--- config.mk ---
export PLATFORM = sky130hd
export DESIGN_NAME = unidade_controle_rodadas
export DESIGN_NICKNAME = d
export VERILOG_FILES = /design/src/rtl/unidade_controle_rodadas.sv
export SDC_FILE = /design/constraint.sdc
export NUM_CORES = 1
export LEC_CHECK = 0
export BUFFER_PORTS_ARGS = -buffer_cell sky130_fd_sc_hd__buf_2
export CAP_MARGIN = 40
export CORE_MARGIN = 2
export CORE_UTILIZATION = 47
export DETAILED_ROUTE_END_ITERATION = 7
export PLACE_DENSITY_LB_ADDON = 0.08
export SLEW_MARGIN = 20
export SYNTH_ARGS = -nofsm -noshare
export SYNTH_HDL_FRONTEND = slang
export SYNTH_SLANG_ARGS = --single-unit
--- constraint.sdc ---
create_clock -name clock -period 1.6 [get_ports clock]
set_input_delay 0.24 -clock clock [delete_from_list [all_inputs] [get_ports clock]]
set_output_delay 0.24 -clock clock [all_outputs]
set_load 0.05 [all_outputs]
--- src/rtl/unidade_controle_rodadas.sv ---
// -----------------------------------------------------------------------------
// unidade_controle_rodadas
//
// Moore control unit for the multi-round memory game. It sequences the
// datapath (address counter E, round-limit counter L, play register R and
// comparator). Round N asks the player to repeat positions 0..N. The game is
// won after the last round, and lost on a mismatch or on a per-play timeout.
//
// Optional feature, macro TIMEOUT_EN:
//   defined   -> an internal counter limits the time spent in ESPERA to
//                TIMEOUT_CICLOS cycles and the TIMEOUT state becomes reachable.
//   undefined -> no counter, ESPERA waits forever, timeout is tied to 0.
//
// Ports:
//   clock      system clock, rising edge
//   reset      asynchronous, active-low; forces INICIAL and clears outputs
//   iniciar    start / restart request (level)
//   jogada     one-cycle pulse: a play was made
//   igual      registered play equals the memory word
//   fimE       address counter equals the current round limit
//   fimL       round-limit counter is at the last round
//   zeraE, contaE, zeraL, contaL, zeraR, registraR   datapath controls
//   acertou, errou, timeout, pronto                   game outcome
//   db_estado  current state code, for the 7-segment debug display
// -----------------------------------------------------------------------------
module unidade_controle_rodadas #(
  parameter int TIMEOUT_CICLOS = 5000
) (
  input  logic       clock,
  input  logic       reset,
  input  logic       iniciar,
  input  logic       jogada,
  input  logic       igual,
  input  logic       fimE,
  input  logic       fimL,
  output logic       zeraE,
  output logic       contaE,
  output logic       zeraL,
  output logic       contaL,
  output logic       zeraR,
  output logic       registraR,
  output logic       acertou,
  output logic       errou,
  output logic       timeout,
  output logic       pronto,
  output logic [3:0] db_estado
);

  typedef enum logic [3:0] {
    INICIAL        = 4'h0,
    PREPARA        = 4'h1,
    INICIO_RODADA  = 4'h2,
    ESPERA         = 4'h3,
    REGISTRA       = 4'h4,
    COMPARA        = 4'h5,
    PROXIMO        = 4'h6,
    FIM_RODADA     = 4'h7,
    PROXIMA_RODADA = 4'h8,
    ACERTOU        = 4'hC,
    ERROU          = 4'hD,
    TIMEOUT        = 4'hE
  } estado_t;

  typedef struct packed {
    logic zera_e;
    logic conta_e;
    logic zera_l;
    logic conta_l;
    logic zera_r;
    logic registra_r;
    logic acertou;
    logic errou;
    logic timeout;
    logic pronto;
  } saidas_t;

  estado_t estado;
  estado_t proximo;
  saidas_t saidas_q;
  logic    estourou;

  // Output pattern of each state; the only place the Moore table lives.
  function automatic saidas_t decodifica(input estado_t e);
    saidas_t s;
    s = '0;
    case (e)
      PREPARA: begin
        s.zera_e = 1'b1;
        s.zera_l = 1'b1;
        s.zera_r = 1'b1;
      end
      INICIO_RODADA:  s.zera_e     = 1'b1;
      REGISTRA:       s.registra_r = 1'b1;
      PROXIMO:        s.conta_e    = 1'b1;
      PROXIMA_RODADA: s.conta_l    = 1'b1;
      ACERTOU: begin
        s.acertou = 1'b1;
        s.pronto  = 1'b1;
      end
      ERROU: begin
        s.errou  = 1'b1;
        s.pronto = 1'b1;
      end
      TIMEOUT: begin
`ifdef TIMEOUT_EN
        s.timeout = 1'b1;
`endif
        s.pronto  = 1'b1;
      end
      default: s = '0;
    endcase
    return s;
  endfunction

`ifdef TIMEOUT_EN
  localparam int CW = (TIMEOUT_CICLOS > 2) ? $clog2(TIMEOUT_CICLOS) : 1;

  logic [CW-1:0] contador;

  // Fires on the TIMEOUT_CICLOS-th edge spent in ESPERA (count starts at 0).
  assign estourou = (contador == CW'(TIMEOUT_CICLOS - 1));

  // Any state other than ESPERA clears the count, so re-entering ESPERA
  // through PROXIMO always starts a fresh timeout window.
  always_ff @(posedge clock or negedge reset) begin
    if (!reset) begin
      contador <= '0;
    end else if (estado == ESPERA) begin
      contador <= contador + CW'(1);
    end else begin
      contador <= '0;
    end
  end
`else
  // No timeout hardware in this build; TIMEOUT_CICLOS only takes part in this
  // elaboration-time condition, which never creates logic.
  assign estourou = 1'b0;
  if (TIMEOUT_CICLOS < 2) begin : g_timeout_ciclos_ignorado
  end
`endif

  // NOTE: every variable written here gets a default first, so no path can
  // leave it unassigned and infer a latch.
  always_comb begin
    proximo = estado;
    case (estado)
      INICIAL:        if (iniciar) proximo = PREPARA;
      PREPARA:        proximo = INICIO_RODADA;
      INICIO_RODADA:  proximo = ESPERA;
      ESPERA: begin
        // A play in the same cycle as the timeout wins.
        if (jogada)        proximo = REGISTRA;
        else if (estourou) proximo = TIMEOUT;
      end
      REGISTRA:       proximo = COMPARA;
      COMPARA: begin
        if (!igual)     proximo = ERROU;
        else if (fimE)  proximo = FIM_RODADA;
        else            proximo = PROXIMO;
      end
      PROXIMO:        proximo = ESPERA;
      FIM_RODADA:     proximo = fimL ? ACERTOU : PROXIMA_RODADA;
      PROXIMA_RODADA: proximo = INICIO_RODADA;
      ACERTOU, ERROU, TIMEOUT: if (iniciar) proximo = PREPARA;
      default:        proximo = INICIAL;
    endcase
  end

  // Outputs are registered from the decoded next state, so they change on
  // the same edge as the state and never see the inputs combinationally.
  // NOTE: state registers use non-blocking assignments so every flop samples
  // the pre-edge values and simulation matches the synthesized hardware.
  always_ff @(posedge clock or negedge reset) begin
    if (!reset) begin
      estado   <= INICIAL;
      saidas_q <= '0;
    end else begin
      estado   <= proximo;
      saidas_q <= decodifica(proximo);
    end
  end

  assign zeraE     = saidas_q.zera_e;
  assign contaE    = saidas_q.conta_e;
  assign zeraL     = saidas_q.zera_l;
  assign contaL    = saidas_q.conta_l;
  assign zeraR     = saidas_q.zera_r;
  assign registraR = saidas_q.registra_r;
  assign acertou   = saidas_q.acertou;
  assign errou     = saidas_q.errou;
  assign timeout   = saidas_q.timeout;
  assign pronto    = saidas_q.pronto;
  assign db_estado = estado;

endmodule

Word-level counts from Yosys, hierarchy flattened
Cells that the tools add are included.
{"block": "word_totals", "out_inout_bits": 14, "latch_bits": 0, "memories": 0, "rom_bits": 0, "register_bits": 12, "mem_bits_rw": 0, "input_bits": 7}
{"block": "op_classes", "eq_ne": 19, "mux": 14, "magnitude_cmp": 0, "add_sub_neg": 0, "reduce_logical": 6, "n_div": 0, "shift": 0, "bitwise": 0, "mul": 0}
{"cell": "$eq A4 B4 Y1 const B", "n": 8}
{"cell": "$pmux W4 S7", "n": 1}
{"cell": "$eq A4 B3 Y1 const B", "n": 6}
{"cell": "$eq A4 B2 Y1 const B", "n": 3}
{"cell": "$mux W4", "n": 3}
{"cell": "$mux W1", "n": 9}
{"cell": "$eq A4 B1 Y1 const B", "n": 2}
{"cell": "$reduce_or A2 Y1", "n": 3}
{"cell": "$logic_not A4 Y1", "n": 1}
{"cell": "$reduce_or A4 Y1", "n": 1}
{"cell": "$mux W3", "n": 1}
{"cell": "$reduce_or A3 Y1", "n": 1}

Logic depth before layout (Yosys ltp)
{"block": "depth", "word_depth": 6, "mapped_depth": 6, "depth_no_buf": 5}

Worst setup path after synthesis
No wires, ideal clock.
{"block": "synth_path", "path_kind": "register -> register", "startpoint": "reg estado[1], in the netlist db_estado[1]", "endpoint": "reg saidas_q (netlist bit contaE)", "t_arrival_ps": 1587, "n_path_buf": 1, "setup_slack_ps": -55, "synth_period_minus_slack_ps": 1655, "path_stages_with_launch": 6, "required_time_ps": 1532, "cell_sequence": "dfrtp_1 -> buf_6 -> and3_4 -> a2111o_1 -> nand3_2 -> and4_1"}
{"block": "synth_via", "elab_chain_cells": 5}
{"item": "from (decl)", "line_no": "77", "text": "estado_t estado;"}
{"item": "from (signal assigned)", "line_no": "178", "text": "estado <= proximo;"}
{"item": "$eq A4 B4 Y1, or another cell as far along", "line_no": "146", "text": "case (estado)"}
{"item": "$reduce_or A4 Y1 (no source line) / $reduce_or A2 Y1 (equally long branches)"}
{"item": "$pmux W4 S7 (*)", "line_no": "146"}
{"item": "named net proximo[1]", "line_no": "78", "text": "estado_t proximo;"}
{"item": "$eq A4 B3 Y1 (*)", "line_no": "86", "text": "case (e)"}
{"item": "$mux W1 (*)", "line_no": "86"}
{"item": "to (signal assigned)", "line_no": "179", "text": "saidas_q <= decodifica(proximo);"}
{"item": "to (decl)", "line_no": "79", "text": "saidas_t saidas_q;"}
The timed path passes the listed nets; every way through them passes the cells marked *.

Worst setup path in the final report
{"block": "layout_path", "startpoint": "reg estado[0], in the netlist db_estado[0]", "endpoint": "reg saidas_q (netlist bit contaE)"}
Same word-level chain as after synthesis.

==> impl_metrics.env <==
export IMPL_run_status="finished clean"
export IMPL_grt_remaining_overflow=0
export IMPL_layout_commonest_cell="sky130_fd_sc_hd__buf_2"
export IMPL_synth_top_flop_cell="sky130_fd_sc_hd__dfrtp_1"
export IMPL_gr_usage_met2=0.270
export IMPL_worst_path_dominant_cell_family="simple AND/OR/NAND/NOR gates"
export IMPL_detail_route_wirelength_um=1290
export IMPL_clock_sinks=12
export IMPL_timing_final_crit_share=0.938
export IMPL_grtUsageMet3=0.0978
export IMPL_place_port_buffers=19
export IMPL_worst_path_buf_inv=0
export IMPL_num_antenna_cells=0
export IMPL_synth_seq_cells=12
export IMPL_avgViaCountPerCell=5.28
export IMPL_maxCapViolations=0
export IMPL_ctsLongestPathBuffers=2
export IMPL_globalRoute_busiestLayer="met2"
export IMPL_synth_edf_count=0
export IMPL_worst_clock_skew_ns=0.00784
export IMPL_detailedRoute_firstPassIterationCount=3
export IMPL_rsz_0062_raised_after_global_routing="no"
export IMPL_finalSetupViolations=0
export IMPL_post_synth_and_or_nand_nor_area_fraction=0.248
export IMPL_post_route_cells_drive_above_1_share=0.475
export IMPL_synthMuxAreaShare=0
export IMPL_cts_reportedPaths_clkPinSlew_ns=0.08
export IMPL_worst_hold_path_type="in2async"
export IMPL_yosys_area_share_xor_xnor=0
export IMPL_required_ns=1.82
export IMPL_synth_cell_area_um2=636
export IMPL_post_synth_fa_ha_maj_area_fraction=0
export IMPL_critical_path_max_stage_delay_ns=0.49
export IMPL_drcViolationCount=0
export IMPL_antenna_violations_before_repair=0
export IMPL_die_x_um=40.8
export IMPL_timing_hold_violations_final=0
export IMPL_vias=502
export IMPL_yosys_warnings=0
export IMPL_max_freq_mhz=667
export IMPL_met1_usage=0.261
export IMPL_setup_worst_path_start_class="register"
export IMPL_floorplan_die_area_um2=1660
export IMPL_floorplan_die_height_um=40.8
export IMPL_worst_ep_arrival_time_ns=1.72
export IMPL_grtUsageTotal=0.189
export IMPL_timing_max_transition_violations_final=0
export IMPL_number_of_global_route_vias_before_repair=424
export IMPL_yosysUniqueCellTypes=33
export IMPL_fillers=113
export IMPL_pin_count=21
export IMPL_start_util=0.495
export IMPL_mappedNetlistNets=67
export IMPL_yosysSeqAreaShare=0.472
export IMPL_minimum_setup_slack_among_reg_to_reg_paths_ns=0.1
export IMPL_nets=88
export IMPL_synth_avg_cell_area_um2=10.6
export IMPL_core_rowCount=13
export IMPL_path_cells="and3_4 -> a2111o_1 -> nand3_2 -> and4_1"
export IMPL_routed_wire_length_per_instance_um=13.6
export IMPL_gp_routability_congestion=0.826
export IMPL_worstSetupPathType="reg2reg"
export IMPL_synth_async_reset_ratio=1.00
export IMPL_crit_fanout=12
export IMPL_drt_iter0_drc=6
export IMPL_htreeDepth=1
export IMPL_mostFrequentLayoutCells="sky130_fd_sc_hd__buf_2, sky130_fd_sc_hd__dfrtp_1, sky130_fd_sc_hd__nor2_1, sky130_fd_sc_hd__dfrtp_2"
export IMPL_setup_tns_final_ns=0
export IMPL_grt_first_pass_wirelength_um=1950
export IMPL_synth_compound_area_frac=0.167
export IMPL_postRouteAntennaNets=0
export IMPL_synth_top_family_by_area="simple AND/OR/NAND/NOR gates"
export IMPL_cp_slowest_cell="sky130_fd_sc_hd__dfrtp_2"
export IMPL_dpl_hpwl_um=882
export IMPL_worstSetupEndpointType="register"
export IMPL_area_growth_syn_to_layout_pct=20.3
export IMPL_maximum_number_of_pins_on_one_net_before_global_route_repair=13
export IMPL_timing_final_crit_period_ns=1.50
export IMPL_synthCells=60
export IMPL_cts_root_buffer_cell="sky130_fd_sc_hd__clkbuf_4"
export IMPL_floorplan_core_area_um2=1280
export IMPL_clkLatencyLatePin_ns=0.28
export IMPL_cts_made_buffers=3
export IMPL_tritoncts="done"
## area by class of cell
class,instances,area [um^2],share of cell area
sequential,12,305,0.399
multi-input combinational,38,273,0.357
timing repair buffer,21,113,0.147
clock buffer,4,36.3,0.0475
inverter,5,18.8,0.0245
tap,15,18.8,0.0245
## cell families after synthesis
| kind of cell | count (synthesis) |
|---|---|
| AND/OR/NAND/NOR | 24 |
| AO/OA/AOI/OAI | 13 |
| flip-flops | 12 |
| buffers and inverters | 10 |
| other | 1 |
## Yosys cell counts (2+ instances only)
cell type / instances / share of area
sky130_fd_sc_hd__and2_1: 2 / 0.020
sky130_fd_sc_hd__buf_4: 2 / 0.024
sky130_fd_sc_hd__nor2b_2: 2 / 0.028
sky130_fd_sc_hd__inv_1: 2 / 0.012
sky130_fd_sc_hd__or2b_1: 2 / 0.024
sky130_fd_sc_hd__buf_6: 3 / 0.053
sky130_fd_sc_hd__inv_2: 2 / 0.012
sky130_fd_sc_hd__dfrtp_1: 12 / 0.47
sky130_fd_sc_hd__nor2b_1: 3 / 0.030
sky130_fd_sc_hd__nor2_1: 4 / 0.024
sky130_fd_sc_hd__a21oi_1: 2 / 0.016
sky130_fd_sc_hd__nor4_1: 2 / 0.020
sky130_fd_sc_hd__nor3_1: 2 / 0.016
## sequential cells by signal (all words and copies together) (netlist names)
signal	count
zeraR	1
acertou	1
registraR	1
contaE	1
db_estado	4
zeraE	1
pronto	1
contaL	1
errou	1
## metal layers
metal | part of all wire | wire, um
met1 | 0.47 | 610
met2 | 0.46 | 591
met3 | 0.064 | 82
met4 | 0.0039 | 5
met5 | 0 | 0
## what timing repair did
item,in CTS,in global routing
resized for setup,0,3
endpoints found under the hold margin,12,0
endpoints found under the setup margin,0,2
buffers inserted,0,1
hold buffers,1,0
## worst paths after layout
kind,startpoint,endpoint,cells after the start
worst max-delay path,db_estado[0]$_DFF_PN0_,contaE$_DFF_PN0_,4
worst min-delay path,reset,zeraE$_DFF_PN0_,2
worst max register to register,db_estado[0]$_DFF_PN0_,contaE$_DFF_PN0_,4
worst min register to register,db_estado[3]$_DFF_PN0_,registraR$_DFF_PN0_,2
max in group asynchronous,reset,db_estado[3]$_DFF_PN0_,2
min in group clock,igual,db_estado[1]$_DFF_PN0_,3
## stage by stage
stage / setup WS [ns] / util / hold slack, ns / cells / instance area, um^2
4_1_cts: 0.0878 / 0.583 / 0.364 / 94 / 749
3_3_place_gp: 0.0755 / 0.547 / 0.128 / 89 / 703
3_5_place_dp: 0.110 / 0.547 / 0.130 / 89 / 703
5_1_grt: 0.0267 / 0.595 / 0.391 / 95 / 764
6_report: 0.0999 / 0.595 / 0.363 / 95 / 764
2_1_floorplan: 0.0430 / - / -0.0556 / 60 / 638
Power is left out: the tool's default activity adds up to more than one toggle a clock period on the data nets, which glitch-free logic cannot reach.
